==> config.mk <==
export PLATFORM = sky130hd
export DESIGN_NAME = ioctl_rom_router
export DESIGN_NICKNAME = d
export VERILOG_FILES = /design/src/rtl/ioctl_rom_router.sv
export SDC_FILE = /design/constraint.sdc
export NUM_CORES = 1
export LEC_CHECK = 0
export ABC_AREA = 0
export CAP_MARGIN = 10
export CORE_MARGIN = 5
export CORE_UTILIZATION = 40
export DETAILED_ROUTE_END_ITERATION = 7
export GPL_TIMING_DRIVEN = 1
export PLACE_DENSITY_LB_ADDON = 0.15
export REMOVE_ABC_BUFFERS = 1
export SETUP_SLACK_MARGIN = 0.5
export SKIP_CTS_REPAIR_TIMING = 1
export SYNTH_ARGS = -nofsm -noshare
export SYNTH_HDL_FRONTEND = slang
export SYNTH_SLANG_ARGS = --single-unit
==> constraint.sdc <==
create_clock -name clk_sys -period 1.84 [get_ports clk_sys]
set_input_delay 0.552 -clock clk_sys [delete_from_list [all_inputs] [get_ports clk_sys]]
set_output_delay 0.552 -clock clk_sys [all_outputs]
set_load 0.05 [all_outputs]
==> src/rtl/ioctl_rom_router.sv <==
// ioctl_rom_router: routes data_io ROM bytes into NUM_PORTS sdram toggle req/ack write ports by
// address window, tracks ROM-loaded status and stretches core_reset. Option: IOCTL_ROM_ROUTER_CHECKSUM_EN.
module ioctl_rom_router #(
  parameter int unsigned             NUM_PORTS  = 2,
  parameter int unsigned             IOCTL_AW   = 25,
  parameter int unsigned             PORT_AW    = 23,
  parameter logic [NUM_PORTS*32-1:0] BASE       = {32'h08000, 32'h00000},
  parameter logic [NUM_PORTS*32-1:0] SIZE       = {32'h08000, 32'h08000},
  parameter logic [7:0]              ROM_INDEX  = 8'h00,
  parameter int unsigned             RESET_HOLD = 16
) (
  input  logic                         clk_sys,
  input  logic                         res_n,
  input  logic                         ioctl_download,
  input  logic [7:0]                   ioctl_index,
  input  logic                         ioctl_wr,
  input  logic [IOCTL_AW-1:0]          ioctl_addr,
  input  logic [7:0]                   ioctl_dout,
  output logic [NUM_PORTS-1:0]         port_req,
  input  logic [NUM_PORTS-1:0]         port_ack,
  output logic [NUM_PORTS-1:0]         port_we,
  output logic [NUM_PORTS*PORT_AW-1:0] port_a,
  output logic [NUM_PORTS*2-1:0]       port_ds,
  output logic [NUM_PORTS*16-1:0]      port_d,
  input  logic                         reset_req,
  output logic                         rom_loaded,
  output logic                         core_reset,
  output logic                         overrun
`ifdef IOCTL_ROM_ROUTER_CHECKSUM_EN
  ,
  output logic [15:0]                  rom_sum,
  output logic                         sum_valid
`endif
);

  localparam int unsigned HOLD_W = (RESET_HOLD > 0) ? $clog2(RESET_HOLD + 1) : 1;

  typedef enum logic [1:0] {
    CR_ASSERT,
    CR_COUNT,
    CR_RELEASED
  } cr_state_t;

  logic                              download_q;
  logic                              wr_q;
  logic                              rom_active_q;
  logic                              wr_rise;
  logic                              dl_rise;
  logic                              dl_fall;
  logic                              accept;
  logic [31:0]                       addr32;
  logic [31:0]                       offset [NUM_PORTS];
  logic [NUM_PORTS-1:0]              hit;
  logic [NUM_PORTS-1:0]              take;
  logic [NUM_PORTS-1:0]              busy;

  logic [NUM_PORTS-1:0]              req_q;
  logic [NUM_PORTS-1:0][PORT_AW-1:0] a_q;
  logic [NUM_PORTS-1:0][1:0]         ds_q;
  logic [NUM_PORTS-1:0][15:0]        d_q;
  logic                              rom_loaded_q;
  logic                              overrun_q;

  cr_state_t                         cr_state;
  cr_state_t                         cr_state_n;
  logic [HOLD_W-1:0]                 hold_cnt;
  logic [HOLD_W-1:0]                 hold_cnt_n;
  logic                              cause;

  assign wr_rise = ioctl_wr & ~wr_q;
  assign dl_rise = ioctl_download & ~download_q;
  assign dl_fall = ~ioctl_download & download_q;
  // Gate on the registered download/index so a write landing with the download fall is kept.
  assign accept  = wr_rise & rom_active_q;
  assign addr32  = 32'(ioctl_addr);
  assign busy    = req_q ^ port_ack;
  assign take    = hit & {NUM_PORTS{accept}};

  always_comb begin
    hit    = '0;
    offset = '{default: '0};
    for (int unsigned i = 0; i < NUM_PORTS; i++) begin
      offset[i] = addr32 - BASE[32*i +: 32];
      hit[i]    = (addr32 >= BASE[32*i +: 32]) && (offset[i] < SIZE[32*i +: 32]);
    end
  end

  always_ff @(posedge clk_sys or negedge res_n) begin
    if (!res_n) begin
      download_q   <= 1'b0;
      wr_q         <= 1'b0;
      rom_active_q <= 1'b0;
    end else begin
      download_q   <= ioctl_download;
      wr_q         <= ioctl_wr;
      rom_active_q <= ioctl_download && (ioctl_index == ROM_INDEX);
    end
  end

  always_ff @(posedge clk_sys or negedge res_n) begin
    if (!res_n) begin
      req_q <= '0;
      a_q   <= '0;
      ds_q  <= '0;
      d_q   <= '0;
    end else begin
      for (int unsigned i = 0; i < NUM_PORTS; i++) begin
        if (take[i]) begin
          req_q[i] <= ~req_q[i];
          a_q[i]   <= PORT_AW'(offset[i] >> 1);
          ds_q[i]  <= {ioctl_addr[0], ~ioctl_addr[0]};
          d_q[i]   <= {ioctl_dout, ioctl_dout};
        end
      end
    end
  end

  always_ff @(posedge clk_sys or negedge res_n) begin
    if (!res_n) begin
      rom_loaded_q <= 1'b0;
      overrun_q    <= 1'b0;
    end else begin
      if (dl_rise) begin
        overrun_q <= 1'b0;
      end else if (|(take & busy)) begin
        overrun_q <= 1'b1;
      end
      if (dl_rise && (ioctl_index == ROM_INDEX)) begin
        rom_loaded_q <= 1'b0;
      end else if (dl_fall && rom_active_q) begin
        rom_loaded_q <= 1'b1;
      end
    end
  end

  assign cause = reset_req | ioctl_download | ~rom_loaded_q;

  always_ff @(posedge clk_sys or negedge res_n) begin
    if (!res_n) begin
      cr_state <= CR_ASSERT;
      hold_cnt <= HOLD_W'(RESET_HOLD);
    end else begin
      cr_state <= cr_state_n;
      hold_cnt <= hold_cnt_n;
    end
  end

  always_comb begin
    cr_state_n = cr_state;
    hold_cnt_n = hold_cnt;
    if (cause) begin
      cr_state_n = CR_ASSERT;
      hold_cnt_n = HOLD_W'(RESET_HOLD);
    end else begin
      case (cr_state)
        CR_ASSERT, CR_COUNT: begin
          if (hold_cnt == '0) begin
            cr_state_n = CR_RELEASED;
          end else begin
            cr_state_n = CR_COUNT;
            hold_cnt_n = hold_cnt - HOLD_W'(1);
          end
        end
        CR_RELEASED: cr_state_n = CR_RELEASED;
        default:     cr_state_n = CR_ASSERT;
      endcase
    end
  end

  // port_we comes from the same registered qualifier that gates writes, so it is 0 during reset.
  assign port_req   = req_q;
  assign port_we    = {NUM_PORTS{rom_active_q}};
  assign port_a     = a_q;
  assign port_ds    = ds_q;
  assign port_d     = d_q;
  assign rom_loaded = rom_loaded_q;
  assign overrun    = overrun_q;
  assign core_reset = (cr_state != CR_RELEASED);

`ifdef IOCTL_ROM_ROUTER_CHECKSUM_EN
  logic [15:0] sum_q;

  always_ff @(posedge clk_sys or negedge res_n) begin
    if (!res_n) begin
      sum_q <= '0;
    end else if (dl_rise && (ioctl_index == ROM_INDEX)) begin
      sum_q <= '0;
    end else if (accept) begin
      sum_q <= sum_q + 16'(ioctl_dout);
    end
  end

  assign rom_sum   = sum_q;
  assign sum_valid = rom_loaded_q;
`endif

endmodule

==> results of run 1 <==
==> registers in the layout, summed over array words and instances (netlist names) <==
signal and count:
port_req 2, rom_loaded 1, port_d 16, download_q 1
wr_q 1, rom_active_q 1, port_ds 4, port_a 46
hold_cnt 5, overrun 1, cr_state 2
==> critical path, delay by kind of cell <==
family,cells,cell delay [ns]
AOI/OAI and AO/OA,1,0.15
and+or+nand+nor,2,0.44
muxes,1,0.29
buffers and inverters,3,0.33
adders and majority gates,1,0.25
==> layout make-up <==
class / count / area share, %
well taps: 105 / 2.337
repair buffers: 179 / 35.04
inverters: 6 / 0.4898
clock buffers: 11 / 2.694
flip-flops and latches: 80 / 35.75
multi-input cells: 120 / 22.57
clock inverters: 5 / 1.113
==> worst max path at each step <==
stage	start	to	slack [ns]	depth (start not counted)
floorplan	rom_active_q$_DFF_PN0_	port_a[1]$_DFFE_PN0P_	-0.57	2
global placement	ioctl_addr[15]	port_d[26]$_DFFE_PN0P_	-0.69	8
finish	ioctl_addr[15]	port_a[28]$_DFFE_PN0P_	0.05	8
global route	ioctl_addr[15]	port_d[25]$_DFFE_PN0P_	0.02	8
detailed placement	ioctl_addr[16]	port_a[34]$_DFFE_PN0P_	-0.72	8
CTS	ioctl_addr[16]	port_ds[3]$_DFFE_PN0P_	-0.35	8
==> report_power, final <==
group | switching (mW) | total (mW) | internal (mW)
combinational | 0.146 | 0.352 | 0.206
sequential | 0.0219 | 1.80 | 1.78
clock | 0.669 | 1.38 | 0.708
==> cells by family after synthesis <==
family	Yosys count	synth area share (%)
muxes	47	17.92
DFF	80	60.28
xor gates and xnor gates	9	2.372
adders and majority gates	3	1.130
AOI/OAI and AO/OA	12	2.786
and+or+nand+nor	49	9.563
buffers and inverters	30	5.949
==> cell usage in the layout, fill, tap and decap left out, types with 2 or more instances in the layout <==
cell type	synthesis	final
buf_4	18	36
mux2_2	24	24
clkdlybuf4s50_1	0	29
dlymetal6s2s_1	0	14
buf_8	0	2
ha_4	0	2
mux2_1	4	4
buf_6	2	86
inv_2	0	2
xnor2_1	8	7
clkbuf_8	0	11
and2_1	18	18
mux2_4	18	18
inv_4	0	2
nor4b_4	1	2
clkinvlp_4	0	2
clkbuf_16	0	2
dfrtp_1	79	74
nand2b_1	2	2
nor4_4	0	3
o21ai_1	0	2
dfrtp_2	0	5
nor3_1	2	2
o21ai_0	4	2
buf_12	0	9
inv_1	6	2
nor2_1	8	6
nand2_1	4	3
==> per-layer routing <==
layer	share of wire, %	vias up	GRT usage (%)
met4	0.94	0	5.828
met3	7.4	12	5.441
met5	0	-	0
met2	52	73	24.09
li1	-	1103	-
met1	39	1184	19.20
==> metrics by stage <==
| step | instances | total power [mW] |
|---|---|---|
| final | 506 | 3.527 |
| after global routing | 506 | 3.675 |
| after CTS | 481 | 3.473 |
| after detailed placement | 465 | 2.105 |
| after global placement | 465 | 2.101 |
| after floorplan | 206 | 1.909 |
==> impl_metrics.json, run 1 <==
{
  "outcome": "completed",
  "drtIter0Drc": 37,
  "dr.pass1.iters": 4,
  "final_util_pct": 68.75,
  "fillCellCount": 592,
  "ys_seq_area_share_pct": 60.28,
  "vias": 2372,
  "synthesis.area_um2": 3323,
  "regToRegSetupSlack_ns": 0.09,
  "whs_ns": 0.1245,
  "synth_area_leaders": "dfrtp_1 59%, mux2_4 8.1%, mux2_2 8.1%",
  "regToRegEndpoint": "port_a[28]$_DFFE_PN0P_",
  "pre_cts_slack_ns": -0.7157,
  "hold_path.class": "input pin to async pin",
  "synth-seq-cells": 80,
  "worst_setup_path_end_kind": "register",
  "fmax_ghz": 0.5585,
  "portBuffers": 136,
  "wire_per_inst_um": 17.19,
  "rows": 33,
  "clock-sinks": 80,
  "floorplan.die.width_um": 101.2,
  "synth.top_cell.area_share_pct": 59.49,
  "start_util_pct": 40.65,
  "synth_top_cell_by_area": "dfrtp_1",
  "drcViolationCount": 0,
  "wirelength_mm": 8.696,
  "synth_top_flop_cell": "dfrtp_1",
  "ys.warnings.count": 0,
  "synth.avg_cell_area_um2": 14.45,
  "crit_fanout": 6,
  "crit_required_ns": 2.08,
  "rr_worst_depth": 5,
  "vdd_drop_max_mv": 0.5024,
  "setup_ws_ns": 0.04933,
  "place_area_um2": 4663,
  "ant_nets": 0,
  "htreeDepth": 3,
  "die_y_um": 101.2,
  "p_leak_nw": 2.957,
  "grt_pass1_vias": 2452,
  "yosys-top-cells-count": "79 x dfrtp_1, 24 x mux2_2, 18 x and2_1, 18 x buf_4, 18 x mux2_4",
  "antenna_found_initial": 0,
  "worst_slew_pin_slew_ns": 0.4120,
  "cpMaxStageDelayCell": "mux2_4",
  "cts_made_buffers": 9,
  "syn2layout_area_growth_pct": 69.13,
  "clock_skew_ns": 0.01105,
  "slew_viol_final": 0,
  "grt_max_degree": 32,
  "cts-root-buf": "clkbuf_8",
  "clk_path_buf_depth": 2,
  "async_reset_ff_share_pct": 100.0,
  "clk_pin_slew_ns": 0.08,
  "hold_violations": 0,
  "viasPerCell": 4.688,
  "finalCritPeriodShare_pct": 97.32,
  "yosysUniqueCellTypes": 38,
  "diodes": 0,
  "drive_above_1_share_pct": 56.11,
  "grt.total_usage_pct": 15.23,
  "setup_viol": 0,
  "regArea_um2": 2009,
  "path_cells": "buf_8 > inv_4 > ha_4 > nor4bb_4 > and4_4 > o211ai_4 > clkbuf_16 > mux2_4",
  "maxCapViolations": 0,
  "rr_startpoint": "wr_q$_DFF_PN0_",
  "max_stage_delay_ns": 0.29,
  "relSlewSlack_pct": 72.53,
  "synth-edff-count": 0,
  "ios": 137,
  "postSynthCellCount": 230,
  "synth.most_common_cell": "dfrtp_1",
  "crit_path_start_kind": "input pin",
  "period_minus_slack_ns": 1.791,
  "place.gp.congestion": 0.7317,
  "setup-tns-final_ns": 0,
  "arrival_ns": 2.03,
  "clkLatencyLatePin_ns": 0.36,
  "nNetsFinal": 447,
  "core_region_area_um2": 8175,
  "overflow": 0,
  "power_density_nw_per_um2": 627.5,
  "post-dp-hpwl_mm": 5.628,
  "cts_tree": "yes",
  "die_area_um2": 10230,
  "multi_input_comb_area_um2": 1269,
  "path_class": "input pin to register",
  "design_area_um2": 5620,
  "rsz0062_at_grt": "true",
  "grt_pass1_wl_mm": 12.13
}
Note: power is estimated with default switching activity, not from simulation.
==> run 2, diff against run 1 <==
- HOLD_SLACK_MARGIN: default -> 0.1
==> results of run 2 <==
Final layout, timing and power as in run 1 (identical DEF).
==> run 3, diff against run 2 <==
- CAP_MARGIN: 10 -> default
- CORE_ASPECT_RATIO: default -> 0.8
==> run 3 against run 2 <==
- fmax down 1.0%
- sequential power about the same
- wire length down 1.2%
- critical path depth up 1
- via count up 3.3%
- combinational power about the same
- critical path type unchanged
- largest power group unchanged
==> impl_metrics.json, run 3 (synthesis gave the netlist of run 1 again) <==
{
  "clock-sinks": 80,
  "layout_common_cells": "89 x buf_6, 74 x dfrtp_1, 55 x buf_4",
  "setup_ws_ns": 0.03047,
  "place.gp.congestion": 0.7948,
  "grt_max_degree": 43,
  "pwr-share-seq_pct": 51.2,
  "die_area_um2": 10240,
  "grt.total_usage_pct": 14.63,
  "clk_pin_slew_ns": 0.08,
  "die_y_um": 91.53,
  "wirelength_mm": 8.590,
  "rr_worst_depth": 6,
  "regToRegSetupSlack_ns": 0.09,
  "regToRegEndpoint": "port_a[35]$_DFFE_PN0P_",
  "drtIter0Drc": 86,
  "start_util_pct": 41.44,
  "pre_cts_slack_ns": -0.7500,
  "fillCellCount": 557,
  "worstHoldStart": "ioctl_wr",
  "relSlewSlack_pct": 79.65,
  "post-dp-hpwl_mm": 5.685,
  "p_leak_nw": 3.139,
  "slew_viol_final": 0,
  "overflow": 0,
  "syn2layout_area_growth_pct": 76.81,
  "path_class": "input pin to register",
  "hold_path.class": "input pin to register",
  "ant_nets": 0,
  "nNetsFinal": 472,
  "worst_setup_path_end_kind": "register",
  "crit_required_ns": 2.07,
  "vdd_drop_max_mv": 0.5234,
  "dr.pass1.iters": 4,
  "cts-root-buf": "clkbuf_8",
  "layout_commonest_cell": "buf_6",
  "viasPerCell": 4.588,
  "combinationalPowerShare_pct": 10.1,
  "design_area_um2": 5876,
  "switchingPower_uw": 836.1,
  "fmax_ghz": 0.5526,
  "grt_pass1_wl_mm": 12.10,
  "core_region_area_um2": 8019,
  "holdPathStages": 1,
  "finalPower_mw": 3.506,
  "rows": 29,
  "antenna_found_initial": 0,
  "setup_viol": 0,
  "final_util_pct": 73.27,
  "power_density_nw_per_um2": 596.8,
  "wire_per_inst_um": 16.09,
  "largest_reg_flops": 46,
  "cts_tree": "yes",
  "clkLatencyLatePin_ns": 0.35,
  "worst_slew_pin_slew_ns": 0.3027,
  "ios": 137,
  "cts_made_buffers": 9,
  "clk_path_buf_depth": 2,
  "htreeDepth": 3,
  "place_inst": 465,
  "period_minus_slack_ns": 1.810,
  "p_sw_share_pct": 23.84,
  "p_clk_share_pct": 38.7,
  "outcome": "completed",
  "setup-tns-final_ns": 0,
  "p_int_mw": 2.670,
  "diodes": 0,
  "vias": 2450,
  "crit_fanout": 7,
  "crit_path_start_kind": "input pin",
  "maxCapViolations": 0,
  "portBuffers": 136,
  "final_cell_count_no_fill": 534,
  "finalCritPeriodShare_pct": 98.34,
  "drcViolationCount": 0,
  "clock_skew_ns": 0.008988,
  "hold_violations": 0,
  "rr_startpoint": "wr_q$_DFF_PN0_",
  "grt_pass1_vias": 2367,
  "hold_path_end": "wr_q$_DFF_PN0_",
  "arrival_ns": 2.04,
  "floorplan.die.width_um": 111.9,
  "drive_above_1_share_pct": 60.56,
  "rsz0062_at_grt": "true",
  "place_area_um2": 4657,
  "whs_ns": 0.3532
}
## run 3: changes by cell type in the layout (fill, tap and decap cells not counted), moves of 2 or more
cell,delta
and2_1,-9
and2_4,+9
buf_12,+2
buf_4,+19
buf_6,+3
inv_2,+2
inv_4,-2
nor4_2,+3
nor4_4,-3
## run 3: layout make-up
cell class | count | area, µm² | share of cell area (%)
multi-input cells | 120 | 1282 | 21.83
clock inverters | 6 | 75.07 | 1.278
well taps | 108 | 135.1 | 2.300
repair buffers | 204 | 2213 | 37.67
clock buffers | 10 | 137.6 | 2.342
flip-flops and latches | 80 | 2009 | 34.20
inverters | 6 | 22.52 | 0.3833
## run 3: layer usage
layer  up-vias  global-route usage [%]  part of all wire (%)
li1       1156                       -                     -
met1      1192                   19.22                    42
met2        91                   21.96                    48
met3        11                   6.711                   8.8
met4         0                   3.951                   1.1
met5         -                       0                     0
## run 3: critical path, stage by stage
cell and delay [ns]:
buf_6 0.08, inv_2 0.04, ha_4 0.25, nor4bb_4 0.17, and4_4 0.26, o211ai_4 0.10
buf_4 0.16, buf_12 0.14, mux2_4 0.29
## run 3: how the worst max path moves through the flow
stage	start	to	slack (ns)	depth (start not counted)
finish	ioctl_addr[16]	port_a[35]$_DFFE_PN0P_	0.03	9
global route	ioctl_addr[16]	port_d[26]$_DFFE_PN0P_	-0.003	9
CTS	ioctl_addr[16]	port_d[26]$_DFFE_PN0P_	-0.36	8
detailed placement	ioctl_addr[16]	port_a[36]$_DFFE_PN0P_	-0.75	8
global placement	ioctl_addr[15]	port_d[28]$_DFFE_PN0P_	-0.69	8
floorplan	rom_active_q$_DFF_PN0_	port_a[1]$_DFFE_PN0P_	-0.57	2
## run 3: power groups by stage
stage	Clock (mW)	Sequential, mW	Combinational [mW]
after floorplan	0	1.82	0.0865
after global placement	0	1.82	0.273
after detailed placement	0	1.83	0.277
after CTS	1.39	1.79	0.280
after global routing	1.48	1.80	0.388
final	1.36	1.79	0.354
